===== src/rtl/fp_row_accumulator.sv =====
// Row accumulator for FP32 products: iterative align/add/normalise, one term per 4 cycles.
// Truncating arithmetic, denormals flushed; finished row sum leaves on a valid/ready port.
//
// state | meaning
// IDLE  | waiting for a product (in_ready high)
// ALIGN | unpack accumulator and product, shift smaller significand
// ADD   | signed-magnitude add/subtract of aligned significands
// NORM  | normalise, truncate, saturate to Inf/flush to zero, update accumulator
// DONE  | row sum presented on output port until accepted
module fp_row_accumulator #(
   parameter int COUNT_W = 16
) (
   input  logic               clk,
   input  logic               rst,
   input  logic               in_valid,
   output logic               in_ready,
   input  logic [31:0]        in_data,
   input  logic               in_last,
   output logic               out_valid,
   input  logic               out_ready,
   output logic [31:0]        out_data,
   output logic [COUNT_W-1:0] out_count
);

   typedef enum logic [2:0] {IDLE, ALIGN, ADD, NORM, DONE} state_t;

   state_t              r_state;
   logic [31:0]         r_acc;
   logic [31:0]         r_op;
   logic [COUNT_W-1:0]  r_count;
   logic                r_last;
   logic signed [9:0]   r_exp;
   logic [23:0]         r_sig_big;
   logic [23:0]         r_sig_small;
   logic                r_sign_big;
   logic                r_sign_small;
   logic [24:0]         r_sum;
   logic                r_sign;
   logic                r_out_valid;
   logic [31:0]         r_out_data;
   logic [COUNT_W-1:0]  r_out_count;

   logic [7:0]          w_exp_a;
   logic [7:0]          w_exp_b;
   logic [23:0]         w_sig_a;
   logic [23:0]         w_sig_b;
   logic                w_a_big;
   logic [7:0]          w_exp_diff;
   logic [23:0]         w_sig_small_raw;
   logic [23:0]         w_sig_shifted;
   logic [24:0]         w_big25;
   logic [24:0]         w_small25;
   logic [24:0]         w_sum;
   logic                w_sum_sign;
   logic [4:0]          w_lz;
   logic [23:0]         w_norm_sig;
   logic signed [9:0]   w_norm_exp;
   logic [22:0]         w_norm_man;
   logic [31:0]         w_norm_result;

   assign in_ready  = (r_state == IDLE);
   assign out_valid = r_out_valid;
   assign out_data  = r_out_data;
   assign out_count = r_out_count;

   // A zero exponent means zero: denormal significands are dropped here.
   assign w_exp_a         = r_acc[30:23];
   assign w_exp_b         = r_op[30:23];
   assign w_sig_a         = (w_exp_a == 8'd0) ? 24'd0 : {1'b1, r_acc[22:0]};
   assign w_sig_b         = (w_exp_b == 8'd0) ? 24'd0 : {1'b1, r_op[22:0]};
   assign w_a_big         = (w_exp_a >= w_exp_b);
   assign w_exp_diff      = w_a_big ? (w_exp_a - w_exp_b) : (w_exp_b - w_exp_a);
   assign w_sig_small_raw = w_a_big ? w_sig_b : w_sig_a;
   assign w_sig_shifted   = (w_exp_diff >= 8'd24) ? 24'd0 : (w_sig_small_raw >> w_exp_diff);

   assign w_big25   = {1'b0, r_sig_big};
   assign w_small25 = {1'b0, r_sig_small};

   always_comb begin
      w_sum      = 25'd0;
      w_sum_sign = r_sign_big;
      if (r_sign_big == r_sign_small) begin
         w_sum      = w_big25 + w_small25;
         w_sum_sign = r_sign_big;
      end else if (w_big25 >= w_small25) begin
         w_sum      = w_big25 - w_small25;
         w_sum_sign = r_sign_big;
      end else begin
         w_sum      = w_small25 - w_big25;
         w_sum_sign = r_sign_small;
      end
   end

   // Highest set bit wins, giving the left shift that brings it to bit 23.
   always_comb begin
      w_lz = 5'd0;
      for (int i = 0; i < 24; i++) begin
         if (r_sum[i]) w_lz = 5'(23 - i);
      end
   end

   assign w_norm_sig = r_sum[23:0] << w_lz;
   assign w_norm_exp = r_sum[24] ? (r_exp + 10'sd1) : (r_exp - $signed({5'd0, w_lz}));
   assign w_norm_man = r_sum[24] ? r_sum[23:1] : w_norm_sig[22:0];

   always_comb begin
      w_norm_result = 32'd0;
      if (r_sum == 25'd0)
         w_norm_result = 32'd0;
      else if (w_norm_exp >= 10'sd255)
         w_norm_result = {r_sign, 8'hFF, 23'd0};
      else if (w_norm_exp <= 10'sd0)
         w_norm_result = 32'd0;
      else
         w_norm_result = {r_sign, w_norm_exp[7:0], w_norm_man};
   end

   always_ff @(posedge clk or posedge rst) begin
      if (rst) begin
         r_state      <= IDLE;
         r_acc        <= 32'd0;
         r_op         <= 32'd0;
         r_count      <= '0;
         r_last       <= 1'b0;
         r_exp        <= 10'sd0;
         r_sig_big    <= 24'd0;
         r_sig_small  <= 24'd0;
         r_sign_big   <= 1'b0;
         r_sign_small <= 1'b0;
         r_sum        <= 25'd0;
         r_sign       <= 1'b0;
         r_out_valid  <= 1'b0;
         r_out_data   <= 32'd0;
         r_out_count  <= '0;
      end else begin
         case (r_state)
            IDLE: begin
               if (in_valid) begin
                  r_op   <= in_data;
                  r_last <= in_last;
                  if (r_count != '1) r_count <= r_count + 1'b1;
                  r_state <= ALIGN;
               end
            end
            ALIGN: begin
               r_exp        <= $signed({2'b00, (w_a_big ? w_exp_a : w_exp_b)});
               r_sig_big    <= w_a_big ? w_sig_a : w_sig_b;
               r_sign_big   <= w_a_big ? r_acc[31] : r_op[31];
               r_sig_small  <= w_sig_shifted;
               r_sign_small <= w_a_big ? r_op[31] : r_acc[31];
               r_state      <= ADD;
            end
            ADD: begin
               r_sum   <= w_sum;
               r_sign  <= w_sum_sign;
               r_state <= NORM;
            end
            NORM: begin
               r_acc   <= w_norm_result;
               r_state <= r_last ? DONE : IDLE;
            end
            DONE: begin
               if (!r_out_valid) begin
                  r_out_valid <= 1'b1;
                  r_out_data  <= r_acc;
                  r_out_count <= r_count;
               end else if (out_ready) begin
                  r_out_valid <= 1'b0;
                  r_acc       <= 32'd0;
                  r_count     <= '0;
                  r_last      <= 1'b0;
                  r_state     <= IDLE;
               end
            end
            default: r_state <= IDLE;
         endcase
      end
   end

endmodule


===== config.mk =====
export PLATFORM = sky130hd
export DESIGN_NAME = fp_row_accumulator
export DESIGN_NICKNAME = d
export VERILOG_FILES = /design/src/rtl/fp_row_accumulator.sv
export SDC_FILE = /design/constraint.sdc
export NUM_CORES = 1
export LEC_CHECK = 0
export CAP_MARGIN = 20
export CORE_MARGIN = 3
export CORE_UTILIZATION = 55
export CTS_BUF_LIST = sky130_fd_sc_hd__clkbuf_16
export DETAILED_ROUTE_END_ITERATION = 7
export GPL_ROUTABILITY_DRIVEN = 0
export PLACE_DENSITY_LB_ADDON = 0.12
export SKIP_CTS_REPAIR_TIMING = 1
export SLEW_MARGIN = 20
export SYNTH_ARGS = -nofsm -noshare
export SYNTH_HDL_FRONTEND = slang
export SYNTH_SLANG_ARGS = --single-unit

===== constraint.sdc =====
create_clock -name clk -period 9.93 [get_ports clk]
set_input_delay 1.986 -clock clk [delete_from_list [all_inputs] [get_ports clk]]
set_output_delay 1.986 -clock clk [all_outputs]
set_load 0.01 [all_outputs]

Word-level counts from Yosys, hierarchy flattened. Index checks and enable logic that the tools add are counted.

Add/sub/neg operators: 8. Order comparisons: 5. Equality and inequality tests: 10. Shift-type cells: 2. Muxes and demuxes: 61. Bitwise logic cells: 1. Reductions and logical operators: 12.

Operators by type and width (number): 32-bit 2-to-1 mux (5); 24-bit 2-to-1 mux (5); 5-bit 2-to-1 mux (24); 16-bit 2-to-1 mux (4); 32-bit one-hot mux with 2 select lines (1); 25-bit 2-to-1 mux (2); 24-bit by 24-bit subtractor with 25-bit output (2); 16-bit one-hot mux with 2 select lines (1); 24-bit by 24-bit adder with 25-bit output (1); 25-bit zero test (1); 24-bit greater-or-equal comparator (1); 24-bit by 5-bit left shift with 23-bit output (1); 24-bit by 8-bit right shift with 24-bit output (1); 23-bit 2-to-1 mux (1); 16-bit by 1-bit adder with 16-bit output, second input constant (1); 8-bit zero test (2); 8-bit 2-to-1 mux (2); 16-bit inequality test, second input constant (1); 8-bit subtractor (2); 3-bit one-hot mux with 5 select lines (1); 3-bit 2-to-1 mux (4); 10-bit by 9-bit greater-or-equal comparator with 1-bit output, second input constant (1); 10-bit by 1-bit less-or-equal comparator with 1-bit output, second input constant (1); 10-bit 2-to-1 mux (1); other kinds (19) (33).

Register bits after elaboration: 217. Input bits: 37. Output and inout port bits: 50. Logic and storage cells: 114.

Depth between registers and ports, before layout.
Depth after elaboration: 31. Mapped depth: 23. Gate-level depth less buffers: 20.

Worst setup path before layout. OpenSTA, ideal clock, no wires.

Path type: register to register. Start point: reg r_sum[3]. End point: reg r_acc[21]. Setup time: 0.131 ns. Arrival time: 4.310 ns. Data required time: 9.799 ns. Path slack: 5.489 ns. Cell stages (with the launch flop): 23. Path buffers: 3. Clock period less this slack: 4.441 ns. Path through: dfrtp_1 -> clkbuf_1 -> nor3_1 -> o21ai_0 -> a31oi_1 -> o31ai_1 -> a211o_1 -> buf_2 -> inv_1 -> ha_1 -> inv_1 -> fa_1 -> a21o_1 -> a21oi_1 -> nor2b_1 -> o32a_1 -> mux2i_1 -> nand4_1 -> o311a_1 -> and2_1 -> clkbuf_1 -> a32oi_1 -> o31ai_1.

Cells in the longest elaborated chain, start to end: 28. Elaborated cells between the ends (all ways): 32. Classes of those cells: 1 x add/sub; 2 x order compare; 1 x shift; 27 x mux; 1 x reduce/logical.

Ends and longest elaborated chain: from (decl) (line 37) `logic [24:0] r_sum;`; from (signal assigned) (line 154) `r_sum <= w_sum;`; 5-bit 2-to-1 mux (21 in series) (line 98) `if (r_sum[i]) w_lz = 5'(23 - i);`; 8-bit by 5-bit subtractor with 9-bit output (line 103) `assign w_norm_exp = r_sum[24] ? (r_exp + 10'sd1) : (r_exp - $signed({5'd0, w_lz}));`; 10-bit 2-to-1 mux (line 103); 10-bit by 1-bit less-or-equal comparator with 1-bit output (line 112) `else if (w_norm_exp <= 10'sd0)`; 32-bit 2-to-1 mux (line 112); 32-bit 2-to-1 mux (line 110) `else if (w_norm_exp >= 10'sd255)`; 32-bit 2-to-1 mux * (line 108) `if (r_sum == 25'd0)`; 32-bit one-hot mux with 2 select lines * (line 136) `case (r_state)`; to (signal assigned) (line 159) `r_acc <= w_norm_result;`; to (decl) (line 28) `logic [31:0] r_acc;`.

Every way passes the cells marked *; elsewhere a longest branch is shown, timed or not. A chain may end at the register's enable or synchronous reset.

Final worst setup path.
Start point: reg r_sum[7]. End point: reg r_acc[22].

Cells in the longest elaborated chain, start to end: 24. Elaborated cells between the ends (all ways): 28. Classes of those cells: 1 x add/sub; 2 x order compare; 1 x shift; 23 x mux; 1 x reduce/logical.

Ends and longest elaborated chain (line): 5-bit 2-to-1 mux (17 in series) (98); 8-bit by 5-bit subtractor with 9-bit output (103); 10-bit 2-to-1 mux (103); 10-bit by 1-bit less-or-equal comparator with 1-bit output (112); 32-bit 2-to-1 mux (112); 32-bit 2-to-1 mux (110); 32-bit 2-to-1 mux * (108); 32-bit one-hot mux with 2 select lines * (136).

Marks and branches as above.

==> reports/results.txt <==
Most used flip-flop cell after synthesis - sky130_fd_sc_hd__dfrtp_1
Critical setup path kind - reg -> reg
Worst clock skew - 0.0147 ns
Pre-CTS setup slack - 4.02 ns
Routed via count divided by cell count - 6.49
Post-synth EDFFs - 0
Aggregate global routing overflow - 0
Initial standard-cell utilization of the core - 55.9%
CTS sink count - 217
Fin crit share - 61.8%
Area growth from synthesis to final layout - 10.4%
Share of async-settable or async-resettable flops after synthesis - 100%
Hold Path Origin - r_last
Wire length of the first global-routing pass - 80.8 mm
Iteration-0 DRC count of the detailed router - 1942
Start point of the critical path - r_sum[7]
Met3 wire len - 4.59 mm
Length of routed met2 wiring - 23.3 mm
Final setup viols - 0
Number of optimization iterations in the first detailed-route pass - 6
Arrival time at the worst endpoint - 6.59 ns
Post-Syn Area - 16600 um2
DRC viols - 0
Combinational family with the most area after synthesis - compound AO/OA/AOI/OAI gates
Half-perimeter wire length after detailed placement - 38.7 mm
Clock root buffer master - sky130_fd_sc_hd__clkbuf_16
CTS buffer count - 25
Number of input and output port buffers inserted - 86
Setup tns final - 0 ns
Top metal layer carrying routed signals - met4
Setup repair after global routing missed its margin - no
Area of the die - 32300 um2
Final number of max-transition violations - 0
Simple-gate area share of the yosys netlist - 15.3%
Clock-pin slew on the worst setup and hold paths - 0.06 ns
Height of the chip - 180 um
Fraction of final layout cells sized beyond drive strength 1 - 10.0%
CTS tree - yes
Number of nets still failing antenna checks after routing - 0
Final hold violation count - 0
Boundary pin count - 87
Startpoint of the lowest-slack register-to-register path - r_sum[7]
Number of global-route vias before repair - 14200
Result of the run - finished clean
Post-synth net total - 2063
Global Route Usage Sum - 30.7%
Worst max-slew margin expressed relative to the limit - 29.2%
H-tree levels - 1
Area inside the core boundary - 29700 um2
Post-route met1 wirelength - 22.0 mm
Final wirelength - 51.6 mm
Post-synthesis average cell area - 8.63 um2
Number of diodes added for antenna fixing - 0
Maximum fanout along the worst path - 25
Count of nets after finishing - 2064
Seq/Total Area, Yosys - 32.7%
Number of synthesis warnings - 0
Fraction of synthesized cell area in xor and xnor cells - 2.47%
WHS Path Cells - 2
Register bit total from synthesis - 217
Critical Path Start Type - flop
Transition time at the pin with the least slew margin - 1.06 ns
Min Clock Period, post-route - 6.13 ns
Antenna violations before repair - 0
Critical path data required time - 10.39 ns
Final WS setup - 3.80 ns
Synth Area in Compound Gates - 23.1%
Longest Clk Path Bufs - 3
Type of the worst min-delay path - reg -> reg
Post-Synthesis Cells - 1925
Chip Width - 180 um
Number of cells traversed by the worst register-to-register path - 17
CP Capture Type - flop
Clk_lat worst skew - 0.54 ns
Unique cell type count in the Yosys netlist - 90
Max-Cap Viols - 0
Adder-cell share of the synthesized area - 7.88%
Multiplexer area fraction after synthesis - 12.4%
Max Clk Rate - 163 MHz
Vias - 15100
Wire per inst - 22.1 um
Maximum number of pins on one net before global-route repair - 110
Placement row count - 63
## layer usage
layer,track usage [%],vias up
li1,-,6943
met1,43.7,7331
met2,48.7,731
met3,4.90,125
met4,8.91,0
met5,0,-
## registers in the layout (all words and copies together), names as in the netlist
signal and cells:
out_data 32, r_acc 32, r_op 32, r_sum 25, r_sig_big 24, r_sig_small 24, out_count 16, r_count 16
r_exp 8, r_state 3, out_valid 1, r_last 1, r_sign 1, r_sign_big 1, r_sign_small 1
## layout by cell type, fill, tap and decap left out, drive strengths merged, types with 24 or more instances in the layout
| master | n |
|---|---|
| a211oi | 24 |
| a21o | 31 |
| a21oi | 115 |
| a221oi | 36 |
| a31oi | 24 |
| clkbuf | 25 |
| clkdlybuf4s50 | 86 |
| dfrtp | 217 |
| ha | 95 |
| inv | 121 |
| mux2 | 97 |
| mux2i | 90 |
| nand2 | 205 |
| nand3 | 45 |
| nor2 | 151 |
| nor3 | 32 |
| o21ai | 149 |
| o31ai | 26 |
| xnor2 | 34 |
## cells by family (layout without fill, tap and decap cells)
kind of cell | Yosys count | in the layout
XOR/XNOR | 46 | 46
adder cells (fa/ha/maj) | 101 | 101
flip-flops | 217 | 217
AO/OA/AOI/OAI | 566 | 566
buffers and inverters | 251 | 268
AND/OR/NAND/NOR | 554 | 554
multiplexers | 190 | 190
## per-stage QoR
stage               cell area (um2)  std cells  util [%]  hold WS, ns
floorplan                     16600       1925         -        0.450
detailed placement            17600       2289      59.2        0.487
global route                  18300       2332      61.7        0.520
CTS                           18300       2332      61.7        0.501
finish                        18300       2332      61.7        0.499
global placement              17600       2289      59.2        0.478
## cell type report
cell class | count | area (um2)
Fill cell | 2582 | 11400
Multi-Input combinational cell | 1457 | 10200
Sequential cell | 217 | 5430
Timing Repair Buffer | 108 | 1030
Clock buffer | 25 | 626
Tap cell | 390 | 488
Inverter | 117 | 447
Clock inverter | 18 | 131
## cells in the mapped netlist, drive strengths merged, types with 15 or more instances
master	number	share of area, %
nor2	151	3.5
dfrtp	217	33
nand3	45	1.4
o21ai	149	4.6
o211ai	22	1.1
a31oi	24	0.99
a21o	31	1.4
a21oi	115	3.5
clkbuf	92	2.1
mux2	97	6.6
and3	19	0.72
nand2	205	4.7
mux2i	90	5.4
xnor2	34	1.8
a211oi	24	1.1
a221oi	36	1.9
a22o	18	0.95
nor2b	15	0.56
o31ai	26	1.2
nor3	32	1.0
buf	42	1.4
ha	95	7.2
inv	114	2.6
o21bai	17	0.77
## worst max-delay path, stage by stage, from the launching register on
cell,delay (ns)
sky130_fd_sc_hd__dfrtp_1,0.48
sky130_fd_sc_hd__nor4_1,0.53
sky130_fd_sc_hd__a21oi_1,0.11
sky130_fd_sc_hd__o21ai_0,0.15
sky130_fd_sc_hd__and2_1,0.59
sky130_fd_sc_hd__clkinv_1,0.85
sky130_fd_sc_hd__ha_1,0.62
sky130_fd_sc_hd__a21o_1,0.18
sky130_fd_sc_hd__a21oi_1,0.23
sky130_fd_sc_hd__nor2b_1,0.11
sky130_fd_sc_hd__o31ai_1,0.39
sky130_fd_sc_hd__xnor2_1,0.16
sky130_fd_sc_hd__nor4_1,0.06
sky130_fd_sc_hd__a31oi_1,0.38
sky130_fd_sc_hd__and2_1,0.48
sky130_fd_sc_hd__nand2b_1,0.31
sky130_fd_sc_hd__o21bai_1,0.25
sky130_fd_sc_hd__o21ai_1,0.14
## path summary, 6_finish.rpt
check	endpoint	slack, ns
setup / recovery	r_acc[22]	3.80
hold / removal	r_last	0.50
setup reg to reg	r_acc[22]	3.80
hold reg to reg	r_last	0.50
max in group asynchronous	r_sum[22]	5.94
min in group asynchronous	r_op[29]	2.02
Power is not shown: default switching activity piles up to over one toggle a cycle in this logic, so the estimate is an artifact.
